File: src/rtl/studio2_mem_arbiter_pkg.sv
// Shared types, memory-map constants and address helpers for the Studio II
// memory arbiter.
package studio2_mem_pkg;

  typedef enum logic [1:0] {
    NORMAL = 2'd0,
    LOAD   = 2'd1,
    DRAIN  = 2'd2
  } state_e;

  typedef enum logic [1:0] {
    OWN_NONE = 2'd0,
    OWN_CPU  = 2'd1,
    OWN_VID  = 2'd2,
    OWN_LDR  = 2'd3
  } owner_e;

  localparam logic [11:0] CART_BASE  = 12'h400;
  localparam logic [11:0] RAM_BASE   = 12'h800;
  localparam logic [11:0] VRAM_BASE  = 12'h900;
  localparam logic [11:0] RAM_MIRROR = 12'hC00;
  localparam logic [7:0]  OPEN_BUS   = 8'hFF;

  // Cartridge images sit above the 1 KB system ROM; the sum wraps at 4 KB.
  function automatic logic [11:0] ldr_phys(input logic [7:0] index, input logic [11:0] offset);
    logic [11:0] base;
    if (index != 8'h00) begin
      base = CART_BASE;
    end else begin
      base = 12'h000;
    end
    return offset + base;
  endfunction

endpackage

File: src/rtl/studio2_mem_arbiter_addr_decode.sv
// CPU address decoder: applies the console memory map (mirroring, write
// protection, open bus) to a 12-bit CPU address.
module studio2_addr_decode
  import studio2_mem_pkg::*;
#(
  parameter bit MCART_EN = 1'b0
) (
  input  logic [11:0] addr_i,
  output logic [11:0] phys_addr_o,
  output logic        writable_o,
  output logic        open_bus_o
);

  // Region select on the 512-byte granule number
  always_comb begin
    phys_addr_o = addr_i;
    writable_o  = 1'b0;
    open_bus_o  = 1'b0;
    case (addr_i[11:9])
      3'b000, 3'b001, 3'b010, 3'b011: begin
        writable_o = 1'b0;
      end
      3'b100: begin
        writable_o = 1'b1;
      end
      3'b110: begin
        phys_addr_o = addr_i - (RAM_MIRROR - RAM_BASE);
        writable_o  = 1'b1;
      end
      3'b101, 3'b111: begin
        open_bus_o = ~MCART_EN;
      end
      default: begin
        open_bus_o = 1'b1;
      end
    endcase
  end

endmodule

File: src/rtl/studio2_mem_arbiter.sv
// Single-port RAM arbiter for loader, CPU and video DMA with a starvation
// guard for the CPU and a two-cycle registered read return path.
module studio2_mem_arbiter
  import studio2_mem_pkg::*;
#(
  parameter int CPU_MAX_WAIT = 4,
  parameter bit MCART_EN     = 1'b0
) (
  input  logic        clk_sys,
  input  logic        reset_n,
  input  logic        ldr_active,
  input  logic        ldr_req,
  input  logic [7:0]  ldr_index,
  input  logic [11:0] ldr_addr,
  input  logic [7:0]  ldr_data,
  output logic        ldr_ack,
  input  logic        cpu_req,
  input  logic        cpu_we,
  input  logic [15:0] cpu_addr,
  input  logic [7:0]  cpu_wdata,
  output logic        cpu_ack,
  output logic [7:0]  cpu_rdata,
  output logic        cpu_rvalid,
  output logic        wp_err,
  input  logic        vid_req,
  input  logic [7:0]  vid_addr,
  output logic        vid_ack,
  output logic [7:0]  vid_rdata,
  output logic        vid_rvalid,
  output logic [11:0] mem_addr,
  output logic        mem_we,
  output logic [7:0]  mem_wdata,
  input  logic [7:0]  mem_rdata
);

  localparam int WW = (CPU_MAX_WAIT < 1) ? 1 : $clog2(CPU_MAX_WAIT + 1);
  localparam logic [WW-1:0] WAIT_MAX = WW'(CPU_MAX_WAIT);

  state_e        state_q, state_d;
  logic [WW-1:0] wait_cnt_q, wait_cnt_d;
  logic [11:0]   addr_q, addr_d;
  logic [7:0]    wdata_q, wdata_d;
  owner_e        own_q, own_d;
  logic          ob_q, ob_d;
  logic          wp_err_q, wp_err_d;
  logic [7:0]    cpu_rdata_q, cpu_rdata_d, vid_rdata_q, vid_rdata_d;
  logic          cpu_rvalid_q, cpu_rvalid_d, vid_rvalid_q, vid_rvalid_d;
  logic [11:0]   dec_addr_s;
  logic          dec_wr_s, dec_ob_s;
  logic          unused_s;

  assign unused_s = ^cpu_addr[15:12];

  studio2_addr_decode #(.MCART_EN(MCART_EN)) u_decode (
    .addr_i      (cpu_addr[11:0]),
    .phys_addr_o (dec_addr_s),
    .writable_o  (dec_wr_s),
    .open_bus_o  (dec_ob_s)
  );

  // Grant selection, RAM port drive and mode sequencing; the first cycle of
  // ldr_active already blocks NORMAL grants so the loader sees a quiet port.
  always_comb begin
    state_d   = state_q;
    ldr_ack   = 1'b0;
    cpu_ack   = 1'b0;
    vid_ack   = 1'b0;
    mem_we    = 1'b0;
    mem_addr  = addr_q;
    mem_wdata = wdata_q;
    own_d     = OWN_NONE;
    ob_d      = 1'b0;
    wp_err_d  = 1'b0;
    case (state_q)
      NORMAL: begin
        if (ldr_active) begin
          state_d = LOAD;
        end else begin
          state_d = NORMAL;
        end
        if (!reset_n || ldr_active) begin
          own_d = OWN_NONE;
        end else if (cpu_req && (!vid_req || wait_cnt_q == WAIT_MAX)) begin
          cpu_ack   = 1'b1;
          mem_addr  = dec_addr_s;
          mem_wdata = cpu_we ? cpu_wdata : wdata_q;
          mem_we    = cpu_we & dec_wr_s;
          own_d     = cpu_we ? OWN_NONE : OWN_CPU;
          ob_d      = dec_ob_s & ~cpu_we;
          wp_err_d  = cpu_we & ~dec_wr_s;
        end else if (vid_req) begin
          vid_ack  = 1'b1;
          mem_addr = VRAM_BASE + {4'h0, vid_addr};
          own_d    = OWN_VID;
        end else begin
          own_d = OWN_NONE;
        end
      end
      LOAD: begin
        if (!ldr_active) begin
          state_d = DRAIN;
        end else if (ldr_req && reset_n) begin
          ldr_ack   = 1'b1;
          mem_we    = 1'b1;
          mem_addr  = ldr_phys(ldr_index, ldr_addr);
          mem_wdata = ldr_data;
          own_d     = OWN_LDR;
        end else begin
          state_d = LOAD;
        end
      end
      DRAIN: begin
        state_d = NORMAL;
      end
      default: begin
        state_d = NORMAL;
      end
    endcase
  end

  // CPU starvation counter and held RAM address/data
  always_comb begin
    addr_d  = mem_addr;
    wdata_d = mem_wdata;
    if (cpu_ack) begin
      wait_cnt_d = '0;
    end else if (cpu_req && wait_cnt_q != WAIT_MAX) begin
      wait_cnt_d = wait_cnt_q + WW'(1);
    end else begin
      wait_cnt_d = wait_cnt_q;
    end
  end

  // Return stage: steer RAM data to the owner tagged at grant
  always_comb begin
    cpu_rvalid_d = (own_q == OWN_CPU);
    vid_rvalid_d = (own_q == OWN_VID);
    cpu_rdata_d  = cpu_rdata_q;
    vid_rdata_d  = vid_rdata_q;
    if (own_q == OWN_CPU) begin
      cpu_rdata_d = ob_q ? OPEN_BUS : mem_rdata;
    end else if (own_q == OWN_VID) begin
      vid_rdata_d = mem_rdata;
    end else begin
      cpu_rdata_d = cpu_rdata_q;
    end
  end

  // State registers
  always_ff @(posedge clk_sys or negedge reset_n) begin
    if (!reset_n) begin
      state_q      <= NORMAL;
      wait_cnt_q   <= '0;
      addr_q       <= 12'h000;
      wdata_q      <= 8'h00;
      own_q        <= OWN_NONE;
      ob_q         <= 1'b0;
      wp_err_q     <= 1'b0;
      cpu_rdata_q  <= 8'h00;
      vid_rdata_q  <= 8'h00;
      cpu_rvalid_q <= 1'b0;
      vid_rvalid_q <= 1'b0;
    end else begin
      state_q      <= state_d;
      wait_cnt_q   <= wait_cnt_d;
      addr_q       <= addr_d;
      wdata_q      <= wdata_d;
      own_q        <= own_d;
      ob_q         <= ob_d;
      wp_err_q     <= wp_err_d;
      cpu_rdata_q  <= cpu_rdata_d;
      vid_rdata_q  <= vid_rdata_d;
      cpu_rvalid_q <= cpu_rvalid_d;
      vid_rvalid_q <= vid_rvalid_d;
    end
  end

  assign cpu_rdata  = cpu_rdata_q;
  assign cpu_rvalid = cpu_rvalid_q;
  assign vid_rdata  = vid_rdata_q;
  assign vid_rvalid = vid_rvalid_q;
  assign wp_err     = wp_err_q;

endmodule

File: config.mk
export PLATFORM = sky130hd
export DESIGN_NAME = studio2_mem_arbiter
export DESIGN_NICKNAME = d
export VERILOG_FILES = /design/src/rtl/studio2_mem_arbiter_pkg.sv /design/src/rtl/studio2_mem_arbiter_addr_decode.sv /design/src/rtl/studio2_mem_arbiter.sv
export SDC_FILE = /design/constraint.sdc
export NUM_CORES = 1
export LEC_CHECK = 0
export BUFFER_PORTS_ARGS = -buffer_cell sky130_fd_sc_hd__buf_4
export CAP_MARGIN = 10
export CORE_ASPECT_RATIO = 0.9
export CORE_MARGIN = 8
export CORE_UTILIZATION = 45
export CTS_CLUSTER_SIZE = 30
export DETAILED_ROUTE_END_ITERATION = 8
export PLACE_DENSITY = 0.8
export SLEW_MARGIN = 20
export SYNTH_ARGS = -nofsm -noshare
export SYNTH_HDL_FRONTEND = slang
export SYNTH_SLANG_ARGS = --single-unit
File: constraint.sdc
create_clock -name clk_sys -period 3.36 [get_ports clk_sys]
set_input_delay 0.672 -clock clk_sys [delete_from_list [all_inputs] [get_ports clk_sys]]
set_output_delay 0.672 -clock clk_sys [all_outputs]
set_load 0.005 [all_outputs]
# ---- After elaboration in Yosys (flattened, before gate mapping)
# Cells that the tools add are included.
dict set report word_totals {
  reg_bits 47
  wordCells 96
  out_inout_bits 43
  in_bits 75
}
dict set report op_classes {
  reduce_logical 13
  muxes 52
  addsub 4
  n_bitwise 6
  n_eq_ne 10
}
# cell n
set op_table {}
lappend op_table {{$mux W12} 9}
lappend op_table {{$mux W8} 6}
lappend op_table {{$pmux W12 S2} 1}
lappend op_table {{$mux W1} 22}
lappend op_table {{$pmux W8 S2} 1}
lappend op_table {{$eq A3 B3 Y1 const B} 5}
lappend op_table {{$mux W2} 7}
lappend op_table {{$add A12 B12 Y12} 1}
lappend op_table {{$add A12 B8 Y12 const A} 1}
lappend op_table {{$sub A12 B11 Y12 const B} 1}
lappend op_table {{$mux W11} 1}
lappend op_table {{$pmux W2 S2} 2}
lappend op_table {{$reduce_bool A8 Y1} 1}
lappend op_table {{$mux W3} 2}
lappend op_table {{$ne A3 B3 Y1 const B} 2}
lappend op_table {{$eq A2 B1 Y1 const B} 2}
lappend op_table {{$reduce_or A2 Y1} 2}
lappend op_table {{$add A3 B1 Y3 const B} 1}
lappend op_table {{$and A1 B1 Y1} 3}
lappend op_table {{$logic_and A1 B1 Y1} 3}
lappend op_table {{$not A1 Y1} 3}
lappend op_table {{$eq A2 B2 Y1 const B} 1}
lappend op_table {{$logic_not A1 Y1} 2}
lappend op_table {{$logic_not A2 Y1} 1}
lappend op_table {{4 further kinds} 5}

# ---- Longest topological paths before layout
dict set report depth {
  depth_word 9
  depth_mapped 7
  ltp_nobuf 6
}

# ---- Modules after synthesis
# Synthesis repeated with hierarchy kept, for this count alone.
dict set report hier_totals {
  cells_unflattened 226
  hier_area_um2 2409.8
}
# module area_per_inst_um2 cells_per_inst seq_area_each_um2 instances
set by_module_without_submodules {}
lappend by_module_without_submodules {studio2_mem_arbiter 2301.0 212 1176.1 1}
lappend by_module_without_submodules {studio2_addr_decode 108.9 14 0.0 1}

# ---- Worst setup path before layout
# No wires, ideal clock.
dict set report synth_path {
  path_kind {input-to-output}
  start {input vid_req}
  end {output mem_wdata[1]}
  cell_stages 5
  t_arrival_ns 1.704
  setup_slack_ns 0.984
  cell_sequence {a21bo_2 and4_1 buf_2 and3_1 a221o_1}
}
dict set report synth_between {
  elab_chain_cells 6
}
# element line
set synth_lines {}
lappend synth_lines {{from (decl)} studio2_mem_arbiter.sv:25} ;# input logic vid_req,
lappend synth_lines {{$logic_not A1 Y1} studio2_mem_arbiter.sv:83} ;# end else if (cpu_req && (!vid_req || wait_cnt_q == WAIT_MAX)) begin
lappend synth_lines {{$logic_or A1 B1 Y1} studio2_mem_arbiter.sv:83}
lappend synth_lines {{$logic_and A1 B1 Y1} studio2_mem_arbiter.sv:83}
lappend synth_lines {{$mux W8} studio2_mem_arbiter.sv:83}
lappend synth_lines {{$mux W8} studio2_mem_arbiter.sv:81} ;# if (!reset_n || ldr_active) begin
lappend synth_lines {{$pmux W8 S2} studio2_mem_arbiter.sv:74} ;# case (state_q)
lappend synth_lines {{to (decl)} studio2_mem_arbiter.sv:32} ;# output logic [7:0] mem_wdata,
# No other way between the ends.

# ---- Final worst setup path
dict set report layout_path {
  start {register wait_cnt_q[0]}
  end {output mem_wdata[3]}
}
dict set report layout_between {
  elab_chain_cells 6
}
# element line
set layout_lines {}
lappend layout_lines {{from (decl)} studio2_mem_arbiter.sv:40} ;# logic [WW-1:0] wait_cnt_q, wait_cnt_d;
lappend layout_lines {{from (signal assigned)} studio2_mem_arbiter.sv:165} ;# wait_cnt_q <= wait_cnt_d;
lappend layout_lines {{$eq A3 B3 Y1} studio2_mem_arbiter.sv:83}
lappend layout_lines {{$logic_or A1 B1 Y1} studio2_mem_arbiter.sv:83}
lappend layout_lines {{$logic_and A1 B1 Y1} studio2_mem_arbiter.sv:83}
lappend layout_lines {{$mux W8} studio2_mem_arbiter.sv:83}
lappend layout_lines {{$mux W8} studio2_mem_arbiter.sv:81}
lappend layout_lines {{$pmux W8 S2} studio2_mem_arbiter.sv:74}
# No other way between the ends.

==> impl_metrics.tcl <==
set metrics [dict create \
    cts_tree "yes" \
    fin_crit_sh_pct 91.9 \
    slew-limit-headroom_pct 61.3 \
    cts.sink_count 47 \
    p_leak_nw 1.66 \
    final.setup.tns_ns 0 \
    multi_input_area_um2 991 \
    post_cts_buffers 0 \
    worstMarginPinSlew_ns 0.572 \
    ios 118 \
    cp.arrival_ns 2.41 \
    synthTopCellsByArea "dfrtp_1 53%, mux2_2 4.5%, o21ai_0 4.0%" \
    cts_buffers 5 \
    crit_required_ns 2.69 \
    drive_gt1_share_pct 42.3 \
    final_common_cell "buf_4" \
    intPower_w 0.00119 \
    rrSetupSlack_ns 1.30 \
    via_count 2160 \
    switchingPower_w 0.000520 \
    fin_skew_ns 0.00212 \
    syn_area_mm2 0.00224 \
    start_util_pct 46.6 \
    viasPerCell 5.45 \
    synthCells 216 \
    max_freq_mhz 324 \
    wl_per_cell_um 17.6 \
    post-route-drc-count 0 \
    grt_max_degree 36 \
    synthFlopType "dfrtp_1" \
    clock_latency_ns 0.29 \
    crit_path_start_kind "flop" \
    reg2reg_depth 6 \
    root_buffer "clkbuf_8" \
    post-place-ws_ns 0.420 \
    syn_nets 294 \
    setup_violations 0 \
    antenna_found_initial 0 \
    dp_cells 388 \
    pwr-share-seq_pct 46.0 \
    syn_avg_cell_area_um2 10.4 \
    row_count 24 \
    worstPathMaxFanout 13 \
    grt_pass1_vias 2275 \
    track_usage_pct 18.6 \
    synthArstFlopShare_pct 100 \
    hold_viol 0 \
    die_y_um 82.9 \
    hold_class "primary input to asynchronous set/reset pin" \
    powerDensity_mw_per_mm2 526 \
    cts.repair.resized 0 \
    slew_viol_final 0 \
    synth-seq-cells 47 \
    grt_first_pass_wirelength_um 11400 \
    antenna_cells 0 \
    routed_wl_um 6960 \
    h-tree-depth 2 \
    finalWeightedCongestion 0.787 \
    die_w_um 90.3 \
    drt-initial-drc-count 101 \
    dr.pass1.iters 4 \
    outcome "complete, no violations" \
    portBuffers 113 \
    clkPwrFrac_pct 19.9 \
    clk_pin_slew_ns 0.09 \
    p_sw_share_pct 30.5 \
    layout_setup_ws_ns 0.274 \
    yosysTopAreaCellShare_pct 52.6 \
    synth_cell_type_count 40 \
    synth_edf_count 0 \
    rsz0062_at_grt "no" \
    synth_largest_area_cell "dfrtp_1" \
    fin_area_mm2 0.00324 \
    finalNonFillerCells 396 \
    cts-hold-fix-buffers 0 \
    cap_violations 0 \
    die_area_mm2 0.00749 \
    cts_buffer_depth 2 \
    placed_area_mm2 0.00315 \
    ir_drop_v 0.000312 \
    layout_common_cells "117 x buf_4, 47 x dfrtp_1, 21 x nor2_1, 18 x o21ai_0, 17 x nand2_1" \
    dp_hpwl_um 5460 \
    critPathKind "flop to output pin" \
    nFillCells 409 \
    period_minus_slack_ns 3.09 \
    gr-total-overflow 0 \
    core_area_mm2 0.00480 \
    cp-end-kind "output pin" \
    regArea_mm2 0.00118 \
    fin_util_pct 67.5 \
    nNetsFinal 408 \
    syn_to_final_growth_pct 45.0 \
    yosys_warnings 0 \
    synth-seq-area-share_pct 52.6 \
    pwr-share-comb_pct 34.1 \
    antenna_left 0 \
]
[per-stage QoR]
step	hold WS [ns]	total power, W
CTS	0.220	0.00172
global placement	0.463	0.00136
floorplan	0.376	0.00104
finish	0.225	0.00171
detailed placement	0.472	0.00138
global route	0.207	0.00183
[routing by layer]
layer	vias to the layer above	GRT usage, %	routed length [um]
met5	-	0	0
met4	0	7.25	95
met3	7	4.50	405
met2	97	31.7	3470
met1	1034	22.1	2990
li1	1022	-	-
[Yosys cell counts (5+ instances only)]
master and number:
nor2_1 21, o21ai_0 18, a221o_1 8, and3_1 8, nand2b_1 6, inv_1 7, nand3_1 7, o221ai_1 9
buf_2 5, a22oi_1 9, nand2_1 17, mux2_2 9, dfrtp_1 47
[worst max-delay path, cell delays in order, from the launching register on]
cell	delay (ns)
dfrtp_1	0.41
inv_1	0.06
ha_1	0.24
a21bo_2	0.23
and4_1	0.35
and2_1	0.25
a221oi_1	0.40
buf_4	0.19
[state kept, by name (all words and copies together) (netlist names)]
| register | cells |
|---|---|
| cpu_rvalid | 1 |
| ob_q | 1 |
| cpu_rdata | 8 |
| own_q | 2 |
| wait_cnt_q | 3 |
| wdata_q | 8 |
| addr_q | 12 |
| state_q | 2 |
| vid_rvalid | 1 |
| wp_err | 1 |
| vid_rdata | 8 |
[worst paths after layout]
kind,startpoint,endpoint
worst max-delay path,wait_cnt_q[0]$_DFFE_PN0P_,mem_wdata[3]
worst max register to register,wait_cnt_q[0]$_DFFE_PN0P_,wdata_q[3]$_DFF_PN0_
worst min-delay path,reset_n,addr_q[9]$_DFF_PN0_
min in group clk_sys,cpu_rdata[3]$_DFFE_PN0P_,cpu_rdata[3]$_DFFE_PN0P_
worst min register to register,cpu_rdata[3]$_DFFE_PN0P_,cpu_rdata[3]$_DFFE_PN0P_
max in group asynchronous,reset_n,wdata_q[5]$_DFF_PN0_
[power by group through the flow]
stage / clock network (W) / logic [W] / registers, W
after floorplan: 0 / 0.000259 / 0.000785
after global placement: 0 / 0.000573 / 0.000785
after detailed placement: 0 / 0.000588 / 0.000795
after CTS: 0.000346 / 0.000591 / 0.000783
after global routing: 0.000377 / 0.000649 / 0.000801
final: 0.000340 / 0.000582 / 0.000785
[logic make-up after synthesis]
| logic type | synth area share (%) |
|---|---|
| AO/OA/AOI/OAI | 20.4 |
| buffers and inverters | 3.13 |
| multiplexers | 4.53 |
| flip-flops | 52.6 |
| adder cells (fa/ha/maj) | 1.68 |
| XOR/XNOR | 0.392 |
| AND/OR/NAND/NOR | 17.3 |
[layout make-up]
class | count | area share, %
Sequential cell | 47 | 36.3
Multi-Input combinational cell | 152 | 30.6
Timing Repair Buffer | 117 | 27.1
Tap cell | 65 | 2.51
Clock buffer | 6 | 2.24
Inverter | 7 | 0.810
Clock inverter | 2 | 0.540
Power figures use the tool's default switching activity.
